[config.mk]
export PLATFORM = sky130hd
export DESIGN_NAME = parking_gate_arbiter
export DESIGN_NICKNAME = d
export VERILOG_FILES = /design/src/rtl/parking_gate_arbiter.sv
export SDC_FILE = /design/constraint.sdc
export NUM_CORES = 1
export LEC_CHECK = 0
export ABC_AREA = 0
export CORE_MARGIN = 3
export CORE_UTILIZATION = 47
export DETAILED_ROUTE_END_ITERATION = 8
export PLACE_DENSITY = 0.73
export SLEW_MARGIN = 20
export SYNTH_ARGS = -nofsm -noshare
export SYNTH_HDL_FRONTEND = slang
export SYNTH_SLANG_ARGS = --single-unit
[constraint.sdc]
create_clock -name clock -period 1.9 [get_ports clock]
set_clock_uncertainty 0.15 [all_clocks]
set_input_delay 0.285 -clock clock [delete_from_list [all_inputs] [get_ports clock]]
set_output_delay 0.285 -clock clock [all_outputs]
set_load 0.02 [all_outputs]
[src/rtl/parking_gate_arbiter.sv]
// Single-lane parking gate arbiter: alternating-priority entry/exit grants, occupancy, open timeout.
// Optional PARK_STATS_EN adds entries_total and timeouts_total saturating counters.
module parking_gate_arbiter #(
    parameter int CAPACITY    = 8,
    parameter int CNT_W       = 4,
    parameter int OPEN_CYCLES = 16,
    parameter int TIMER_W     = 8
) (
    input  logic             clock,
    input  logic             reset,
    input  logic             entry_req,
    input  logic             exit_req,
    input  logic             pass_done,
    output logic             entry_grant,
    output logic             exit_grant,
    output logic             gate_open,
    output logic             timeout,
    output logic [CNT_W-1:0] occupancy,
    output logic             full,
    output logic             empty
`ifdef PARK_STATS_EN
    ,
    output logic [15:0]      entries_total,
    output logic [7:0]       timeouts_total
`endif
);

    typedef enum logic [1:0] {
        IDLE        = 2'd0,
        GRANT_ENTRY = 2'd1,
        GRANT_EXIT  = 2'd2,
        CLOSE       = 2'd3
    } state_t;

    state_t             state_q, state_d;
    logic               last_exit_q, last_exit_d;
    logic [TIMER_W-1:0] timer_q, timer_d;
    logic [CNT_W-1:0]   occ_q, occ_d;
    logic               entry_ok, exit_ok, expired;

    assign occupancy   = occ_q;
    assign full        = (occ_q == CNT_W'(CAPACITY));
    assign empty       = (occ_q == '0);
    assign entry_grant = (state_q == GRANT_ENTRY);
    assign exit_grant  = (state_q == GRANT_EXIT);
    assign gate_open   = entry_grant | exit_grant;

    assign entry_ok = entry_req & ~full;
    assign exit_ok  = exit_req & ~empty;
    assign expired  = (timer_q == TIMER_W'(OPEN_CYCLES - 1));

    always_comb begin
        state_d     = state_q;
        last_exit_d = last_exit_q;
        timer_d     = timer_q;
        occ_d       = occ_q;
        timeout     = 1'b0;
        unique case (state_q)
            IDLE: begin
                // On a tie, last_exit_q set means entry gets its turn
                if (entry_ok && (!exit_ok || last_exit_q)) begin
                    state_d     = GRANT_ENTRY;
                    last_exit_d = 1'b0;
                    timer_d     = '0;
                end else if (exit_ok) begin
                    state_d     = GRANT_EXIT;
                    last_exit_d = 1'b1;
                    timer_d     = '0;
                end
            end
            GRANT_ENTRY, GRANT_EXIT: begin
                timer_d = timer_q + 1'b1;
                if (pass_done) begin
                    state_d = CLOSE;
                    if (state_q == GRANT_ENTRY) begin
                        if (!full) occ_d = occ_q + 1'b1;
                    end else begin
                        if (!empty) occ_d = occ_q - 1'b1;
                    end
                end else if (expired) begin
                    timeout = 1'b1;
                    state_d = CLOSE;
                end
            end
            CLOSE: state_d = IDLE;
            default: state_d = IDLE;
        endcase
    end

    always_ff @(posedge clock or posedge reset) begin
        if (reset) begin
            state_q     <= IDLE;
            last_exit_q <= 1'b1;
            timer_q     <= '0;
            occ_q       <= '0;
        end else begin
            state_q     <= state_d;
            last_exit_q <= last_exit_d;
            timer_q     <= timer_d;
            occ_q       <= occ_d;
        end
    end

`ifdef PARK_STATS_EN
    logic [15:0] entries_q, entries_d;
    logic [7:0]  touts_q, touts_d;

    assign entries_total  = entries_q;
    assign timeouts_total = touts_q;

    always_comb begin
        entries_d = entries_q;
        touts_d   = touts_q;
        if (entry_grant && pass_done && entries_q != 16'hFFFF)
            entries_d = entries_q + 16'd1;
        if (timeout && touts_q != 8'hFF)
            touts_d = touts_q + 8'd1;
    end

    always_ff @(posedge clock or posedge reset) begin
        if (reset) begin
            entries_q <= '0;
            touts_q   <= '0;
        end else begin
            entries_q <= entries_d;
            touts_q   <= touts_d;
        end
    end
`endif

endmodule
==> results of run 1 <==
## metrics by stage
| stage | hold slack [ns] | setup WS (ns) | power, W | setup TNS, ns | util, % |
|---|---|---|---|---|---|
| 2_1_floorplan | 0.03576 | -0.1824 | 0.001694 | -1.287 | - |
| 3_3_place_gp | 0.3778 | -0.2077 | 0.002429 | -1.489 | 71.13 |
| 3_5_place_dp | 0.3871 | -0.2505 | 0.002485 | -1.975 | 71.13 |
| 4_1_cts | 0.2186 | -0.1834 | 0.002934 | -1.447 | 79.81 |
| 5_1_grt | 0.2216 | -0.2735 | 0.003538 | -2.388 | 84.25 |
| 6_report | 0.1839 | -0.2021 | 0.003333 | -1.504 | 84.25 |
## synthesized netlist by cell type, types with 2 or more instances
cell type  count
a221o_1        2
xnor2_1        3
buf_6          3
a21oi_1        4
and2_1         2
and3_1         6
nand2_1        5
nor3_1         4
inv_1          7
dfrtp_1       14
mux2_4         2
a211o_1        2
mux2_2         2
ha_1           6
o21ai_0        6
nor4_1         4
nand3_1        4
nor2_1         4
a211oi_1       2
## critical path, cell delays in order, from the launching register on
cell,delay [ns]
dfrtp_1,0.40
inv_2,0.08
ha_4,0.15
or4b_4,0.48
o21ai_4,0.24
buf_6,0.14
a31oi_4,0.04
mux2_4,0.31
## sequential cells by signal, summed over array words and instances, names as in the netlist
| register | flops |
|---|---|
| last_exit_q | 1 |
| occupancy | 4 |
| state_q | 2 |
| timer_q | 8 |
## layer usage
layer / up-vias / wire, um / part of all wire [%] / track usage (%)
li1: 485 / - / - / -
met1: 511 / 1282 / 40 / 31.91
met2: 44 / 1622 / 51 / 42.77
met3: 11 / 191 / 6.0 / 3.134
met5: - / 0 / 0 / 0
met4: 0 / 93 / 2.9 / 12.77
## final timing paths
path / endpoint / slack [ns] / depth (start not counted)
max: state_q[0] / -0.20 / 7
min: occupancy[2] / 0.18 / 2
max reg2reg: state_q[0] / -0.20 / 7
min reg2reg: last_exit_q / 0.40 / 2
max in group asynchronous: timer_q[5] / 1.03 / 2
min in group clock: last_exit_q / 0.40 / 2
## cell type report
class	count	area (um2)	area share, %
multi-input cells	75	763.2	45.25
repair buffers	54	451.7	26.78
flip-flops and latches	15	376.6	22.33
inverters	8	33.78	2.003
well taps	27	33.78	2.003
clock buffers	3	22.52	1.335
clock inverters	1	5.005	0.2967
## cells by family (layout without fill, tap and decap cells)
kind of cell,Yosys count,in the layout,share of synthesized area [%]
simple gates,35,35,19.46
compound gates,25,25,19.58
flops,15,15,36.84
buf+inv,11,66,6.242
fa+ha+maj,7,7,9.302
xor+xnor,4,4,3.428
mux,4,4,5.141
## report_power, final
part / switching (W) / total (W) / internal (W) / leakage (nW)
Clock: 0.000120 / 0.000199 / 0.0000784 / 0.0177
Combinational: 0.00124 / 0.00253 / 0.00130 / 0.558
Sequential: 0.000135 / 0.000603 / 0.000468 / 0.188
Total: 0.00149 / 0.00333 / 0.00184 / 0.764
## what timing repair did
| action | in CTS | in global routing |
|---|---|---|
| resized for setup | 50 | 21 |
| endpoints found under the setup margin | 23 | 17 |
| hold buffers | 0 | 0 |
| setup buffers | 6 | 1 |
| pin swaps | 10 | 9 |
==> impl_metrics.tcl, run 1 <==
set metrics [dict create \
    n_antenna_cell 0 \
    cts_buffers 3 \
    async_reset_ff_share_pct 100.0 \
    layout_common_cells "32 x buf_4, 14 x dfrtp_1, 8 x buf_6" \
    yosys.area.top_type "dfrtp_1" \
    grt_pass1_wl_mm 5.050 \
    dpl.hpwl_mm 1.838 \
    clk_latency_ns 0.30 \
    gp_congestion 0.8701 \
    syn-mean-instance-area_um2 10.12 \
    leakage_nw 0.7636 \
    fin_crit_sh_pct 110.6 \
    setup_violations 11 \
    crit_path_end_kind "flop" \
    maxCapViolations 0 \
    clk_path_buf_depth 2 \
    syn2layout_area_growth_pct 64.99 \
    final_antenna_net_count 0 \
    antenna_found_initial 0 \
    ys_types 38 \
    ir_drop_mv 1.751 \
    r2r_start "state_q[1]" \
    required_ns 1.93 \
    synth_edf_count 0 \
    drt-initial-drc-count 37 \
    placed_area_um2 1424 \
    die_area_um2 2770 \
    cts.sinks 15 \
    n_fill_cell 106 \
    grt_max_degree 16 \
    grt_usage_pct 25.54 \
    finalMaxSlewViolations 0 \
    power.density_nw_per_um2 1976 \
    final_common_cell "buf_4" \
    period_needed_ns 2.102 \
    dp.cells 173 \
    stdcell_area_um2 1687 \
    crit_type "reg -> reg" \
    wire_per_inst_um 17.43 \
    vias 1051 \
    port_buffers 14 \
    crit_arrival_ns 2.14 \
    drt_first_pass_iters 4 \
    tritoncts "built" \
    avgViaCountPerCell 5.743 \
    violations "negative setup slack" \
    clkSlewWorstSetupHoldPaths_ns 0.11 \
    syn_inst 101 \
    syn-cell-area_um2 1022 \
    fin_cells 183 \
    nets 169 \
    root_buffer "clkbuf_4" \
    io-pin-count 15 \
    relSlewSlack_pct 60.97 \
    syn_nets 113 \
    startpoint_type "flop" \
    start_util_pct 51.06 \
    tightest_slew_ns 0.5847 \
    yosysSeqAreaShare_pct 36.84 \
    drive_gt1_share_pct 55.13 \
    worstSetupStartpoint "state_q[1]" \
    die_w_um 52.64 \
    synth_top_flop_cell "dfrtp_1" \
    remaining_drc_errors 0 \
    synth_area_leaders "dfrtp_1 34%, ha_1 7.3%, and3_1 3.7%" \
    grt_pass1_vias 1019 \
    num_rows 16 \
    crit_fanout 5 \
    yosys_warnings 0 \
    finalWorstSetupSlack_ns -0.2021 \
    core_um2 2002 \
    die_y_um 52.64 \
    grt.overflow.total 0 \
    hp-class "in -> async" \
    status "finished with violations" \
    drt_wl_total_mm 3.189 \
    synth_top_area_share_pct 34.27 \
    fmax_mhz 475.7 \
    synth_seq_cells 15 \
    h-tree-depth 1 \
    rsz0062_at_grt "true" \
    hold_violations 0 \
]
Note: power is estimated with default switching activity, not from simulation.
==> run 2, diff against run 1 <==
--- a/config.mk
+++ b/config.mk
@@ -7,9 +7,8 @@
 export LEC_CHECK = 0
 export ABC_AREA = 0
 export CORE_MARGIN = 3
-export CORE_UTILIZATION = 47
+export CORE_UTILIZATION = 33
 export DETAILED_ROUTE_END_ITERATION = 8
-export PLACE_DENSITY = 0.73
 export SLEW_MARGIN = 20
 export SYNTH_ARGS = -nofsm -noshare
 export SYNTH_HDL_FRONTEND = slang
==> run 2 against run 1 <==
  * The run still ends with negative setup slack left
  * First-iteration DRC count grew 81%
  * Register-to-register slack lost 0.02 ns
  * Clock power shrank 8%
  * Utilization shrank 27 points
  * Total power shrank 6.7%
  * Global-route usage shrank 9.0 points
  * Count of clock-buffer cells in the layout grew 1
  * Combinational power shrank 7%
  * Die area grew 37%
  * Sequential cell count is the same
  * Cell area shrank 3.6%
  * Sequential power shrank 4.8%
  * Largest power group unchanged
==> impl_metrics.tcl, run 2 (synthesis results as in run 1) <==
set metrics [dict create \
    grt_max_degree 16 \
    crit_fanout 6 \
    remaining_drc_errors 0 \
    drt_wl_total_mm 2.862 \
    pwr-share-comb_pct 75.7 \
    top_register "timer_q" \
    fmax_mhz 470.7 \
    syn2layout_area_growth_pct 59.12 \
    nets 168 \
    clkSlewWorstSetupHoldPaths_ns 0.09 \
    grt_usage_pct 16.58 \
    grt_pass1_vias 988 \
    grt_pass1_wl_mm 4.636 \
    layout_common_cells "36 x buf_4, 14 x dfrtp_1, 5 x nand2_1, 5 x o21ai_0, 5 x and3_1" \
    period_needed_ns 2.124 \
    cts.sinks 15 \
    num_rows 19 \
    final_antenna_net_count 0 \
    io-pin-count 15 \
    largest_register_ffs 8 \
    relSlewSlack_pct 61.18 \
    h-tree-depth 1 \
    pwr-share-seq_pct 18.4 \
    crit_type "reg -> reg" \
    tightest_slew_ns 0.5816 \
    core_um2 2853 \
    clk_path_buf_depth 2 \
    p_total_w 0.003111 \
    leakage_nw 0.7680 \
    cts_buffers 3 \
    hold_violations 0 \
    status "finished with violations" \
    dpl.hpwl_mm 2.088 \
    dp.cells 177 \
    die_y_um 61.66 \
    power.density_nw_per_um2 1912 \
    whs_ns 0.2094 \
    fin_crit_sh_pct 111.8 \
    drive_gt1_share_pct 49.03 \
    ir_drop_mv 1.112 \
    port_buffers 14 \
    clk_latency_ns 0.28 \
    root_buffer "clkbuf_4" \
    fin_cells 186 \
    drt-initial-drc-count 67 \
    setup_violations 14 \
    die_w_um 61.66 \
    required_ns 1.92 \
    final_common_cell "buf_4" \
    p_clk_share_pct 5.9 \
    startpoint_type "flop" \
    n_antenna_cell 0 \
    die_area_um2 3801 \
    rsz0062_at_grt "true" \
    tritoncts "built" \
    drt_first_pass_iters 4 \
    routed.top_layer "met4" \
    gp_congestion 0.8465 \
    vias 989 \
    finalWorstSetupSlack_ns -0.2245 \
    met2_length_mm 1.365 \
    antenna_found_initial 0 \
    crit_arrival_ns 2.14 \
    hp-class "in -> async" \
    wire_per_inst_um 15.39 \
    finalMaxSlewViolations 0 \
    maxCapViolations 0 \
    avgViaCountPerCell 5.317 \
    wl_met1_mm 1.392 \
    power_report.internal_total_w 0.001760 \
    grt.overflow.total 0 \
    switching_power_w 0.001350 \
    start_util_pct 35.83 \
    dr_wl_met3_um 84 \
    cts_hold_buffers 0 \
    final_util_pct 57.02 \
    p_sw_share_pct 43.41 \
    crit_path_end_kind "flop" \
    violations "negative setup slack" \
]
-- run 2: cell count changes in the layout (fill, tap and decap cells not counted), sizes merged --
cell | before | now
dlymetal6s2s | 0 | 3
clkbuf | 4 | 6
clkinv | 2 | 1
dlygate4sd2 | 5 | 2
clkdlybuf4s15 | 2 | 0
-- run 2: layer usage --
layer / vias to the layer above / GRT usage [%]
li1: 488 / -
met3: 2 / 1.258
met5: - / 0
met1: 477 / 23.48
met4: 0 / 4.545
met2: 22 / 27.06
-- run 2: what timing repair did --
item / CTS / global route
endpoints found under the setup margin: 19 / 22
buffers inserted: 4 / 2
resized for setup: 33 / 21
pin swaps: 3 / 6
-- run 2: area by class of cell --
type,count,area (um2)
multi-input combinational,75,711.9
sequential,15,376.6
tap,31,38.79
fill,249,1226
inverter,8,33.78
timing repair buffer,53,439.2
clock buffer,4,26.28
-- run 2: critical path, cell delays in order, from the launching register on --
cell,delay (ns)
dfrtp_1,0.41
inv_2,0.09
ha_4,0.14
or4b_4,0.49
o21ai_4,0.23
buf_12,0.14
a31oi_4,0.04
mux2_4,0.31
-- run 2: worst paths after layout --
| kind | start | endpoint | slack (ns) | depth (start not counted) |
|---|---|---|---|---|
| setup / recovery | state_q[1] | state_q[0] | -0.22 | 7 |
| hold / removal | reset | occupancy[3] | 0.21 | 2 |
| setup reg to reg | state_q[1] | state_q[0] | -0.22 | 7 |
| hold reg to reg | last_exit_q | last_exit_q | 0.41 | 2 |
| max in group asynchronous | reset | timer_q[6] | 1.01 | 2 |
| min in group clock | last_exit_q | last_exit_q | 0.41 | 2 |
-- run 2: power groups by stage --
stage / clock [W] / sequential [W] / combinational [W]
6_report: 0.000183 / 0.000574 / 0.00235
5_1_grt: 0.000204 / 0.000591 / 0.00255
4_1_cts: 0.000188 / 0.000564 / 0.00217
3_5_place_dp: 0 / 0.000571 / 0.00194
3_3_place_gp: 0 / 0.000568 / 0.00188
2_1_floorplan: 0 / 0.000663 / 0.00103
-- run 2: stage by stage --
step | instance area [um2] | TNS, ns | worst slack [ns]
final | 1627 | -1.812 | -0.2245
after global routing | 1627 | -2.821 | -0.2676
after CTS | 1569 | -1.299 | -0.1820
after detailed placement | 1441 | -1.714 | -0.2042
after global placement | 1441 | -1.551 | -0.1951
after floorplan | 1028 | -1.287 | -0.1824
==> edit: new RTL, settings of run 2 <==
Build with the macro `PARK_STATS_EN` defined.
--- a/src/rtl/parking_gate_arbiter.sv
+++ b/src/rtl/parking_gate_arbiter.sv
@@ -2,2 +2,4 @@
 // Optional PARK_STATS_EN adds entries_total and timeouts_total saturating counters.
+`define PARK_STATS_EN
+
 module parking_gate_arbiter #(
Function (old outputs only; new: entries_total and timeouts_total): kept (Yosys induction, for registers that start in step).
==> edit against run 2 <==
- the run still ends with setup timing left
- critical path type is now register to primary output
- sequential cell count is 24 higher
- worst setup slack got worse by 0.15 ns
- area after synthesis is 110% higher
- cell area grew 120%
- sequential share of layout area rose by 4.7 points
- routed wire length rose by 96%
- via count increased by 110%
- total power up 51%
- first-iteration DRC count down 39%
- global-route usage decreased by 1.1 points
- largest power group unchanged
==> edit: results (changes against run 2) <==
Finish
  – Max reg flops: 16 (was 8)
  – Share of cells above drive strength 1: 42.5% (was 49.0%)
  – Fillers: 570 (was 249)
  – # nets final: 331 (was 168)
  – Util after Layout: 57.9% (was 57.0%)

Placed design
  – Post-DP Area: 0.00314 sq mm (was 0.00144 sq mm)
  – IO buf count: 38 (was 14)
  – Final GP Congestion: 0.852 (was 0.847)

Run status
  – Failing checks: setup timing (unchanged)
  – Outcome: finished, violations left (unchanged)

STA
  – Worst slew margin: 58.2% (was 61.2%)
  – # setup viols final: 13 (was 14)
  – Worst Slack Setup Final: -0.377 ns (was -0.224 ns)

Synth
  – Most frequent cells after synthesis: dfrtp_1, nand2_1, xnor2_1, inv_1, xor2_1 (was dfrtp_1, inv_1, and3_1, ha_1, o21ai_0)
  – Post-synthesis cell type count: 46 (was 38)
  – Synth area leaders: dfrtp_1, xnor2_1, ha_1 (was dfrtp_1, ha_1, and3_1)
  – Post-synthesis adder-cell area fraction: 5.61% (was 9.30%)
  – Register area share after synthesis: 45.7% (was 36.8%)
  – Compound-Gate Fraction of Synth Area: 13.2% (was 19.6%)
  – Xor/xnor share of the synthesized area: 9.01% (was 3.43%)
  – Mux cell area share after synthesis: 4.04% (was 5.14%)

Drt
  – Initial DRC Count: 41 (was 67)
  – Wirelength per Cell: 14.3 um (was 15.4 um)

Global routing
  – Met2 GRT Util: 25.9% (was 27.1%)
  – First-pass GRT wire length: 9260 um (was 4640 um)
  – Pin count of the biggest net entering global routing: 40 (was 16)
  – Number of global-route vias before repair: 2001 (was 988)
  – GRT met1 Usage: 19.8% (was 23.5%)

Critical path
  – CP max FO: 2 (was 6)
  – Reg2Reg Depth: 5 (was 7)
  – Crit path DAT: 1.84 ns (was 2.14 ns)

Clock tree
  – Clk_lat worst skew: 0.30 ns (was 0.28 ns)
  – Num CTS Buffers: 5 (was 3)
  – Clock root cell: clkbuf_8 (was clkbuf_4)
  – CTS H-tree depth: 2 (was 1)

Pwr
  – Lkg Pwr: 1.55 nW (was 0.768 nW)
  – Maximum VDD drop: 1.16 mV (was 1.11 mV)

Floorplan
  – Number of core rows: 28 (was 19)
-- edit: cell count changes after synthesis, sizes merged, moves of 5 or more --
cell	change
dfrtp	+24
xnor2	+9
o31ai	+6
nand2	+15
xor2	+9
nor2	+5
nand4	+6
nand3	+5
-- edit: final timing paths --
path / start / end / slack [ns]
max in group asynchronous: reset / last_exit_q$_DFFE_PP1P_ / 1.16
min in group clock: timeouts_total[7]$_DFFE_PP0P_ / timeouts_total[7]$_DFFE_PP0P_ / 0.35
setup reg to reg: timer_q[7]$_DFFE_PP0P_ / timeouts_total[1]$_DFFE_PP0P_ / -0.30
hold reg to reg: timeouts_total[7]$_DFFE_PP0P_ / timeouts_total[7]$_DFFE_PP0P_ / 0.35
setup / recovery: timer_q[7]$_DFFE_PP0P_ / timeout / -0.38
hold / removal: reset / timer_q[6]$_DFFE_PP0P_ / 0.19
-- edit: cell families (layout without fill, tap and decap cells) --
family	Yosys count	in the layout
AOI/OAI and AO/OA	40	40
xor gates and xnor gates	22	22
adders and majority gates	9	9
buffers and inverters	14	123
DFF	39	39
muxes	8	8
and+or+nand+nor	77	77
-- edit: area by class of cell --
class / count / area share (%)
timing repair buffer: 104 / 25.4
clock buffer: 6 / 2.34
inverter: 11 / 1.42
tap: 75 / 2.66
sequential: 39 / 27.9
multi-input combinational: 156 / 39.3
clock inverter: 2 / 0.992
-- edit: routing by layer --
metal	vias to the layer above	routed length, um
li1	987	-
met1	1000	2460
met2	42	2850
met3	9	184
met4	0	117
met5	-	0
-- edit: repair_timing --
item / in CTS / in global routing
gates resized for setup: 48 / 30
pin swaps: 8 / 9
setup endpoints to repair: 31 / 37
endpoints found under the hold margin: 0 / 0
buffers inserted: 1 / 5
-- edit: worst max-delay path, stage by stage, from the launching register on --
cell and delay [ns]:
dfrtp_1 0.38, or4_4 0.54, or4_4 0.45, inv_2 0.07
buf_6 0.11
-- edit: stage by stage --
step,setup TNS (ns),setup WS [ns],instances
floorplan,-2.06,-0.237,209
global placement,-7.17,-0.528,381
detailed placement,-7.66,-0.552,381
CTS,-2.84,-0.376,390
global route,-3.65,-0.422,393
finish,-2.67,-0.377,393
-- edit: power breakdown --
part	switching (mW)	total (mW)	internal [mW]
combinational	1.36	2.82	1.46
clock	0.307	0.732	0.425
sequential	0.123	1.13	1.01
total	1.79	4.69	2.90
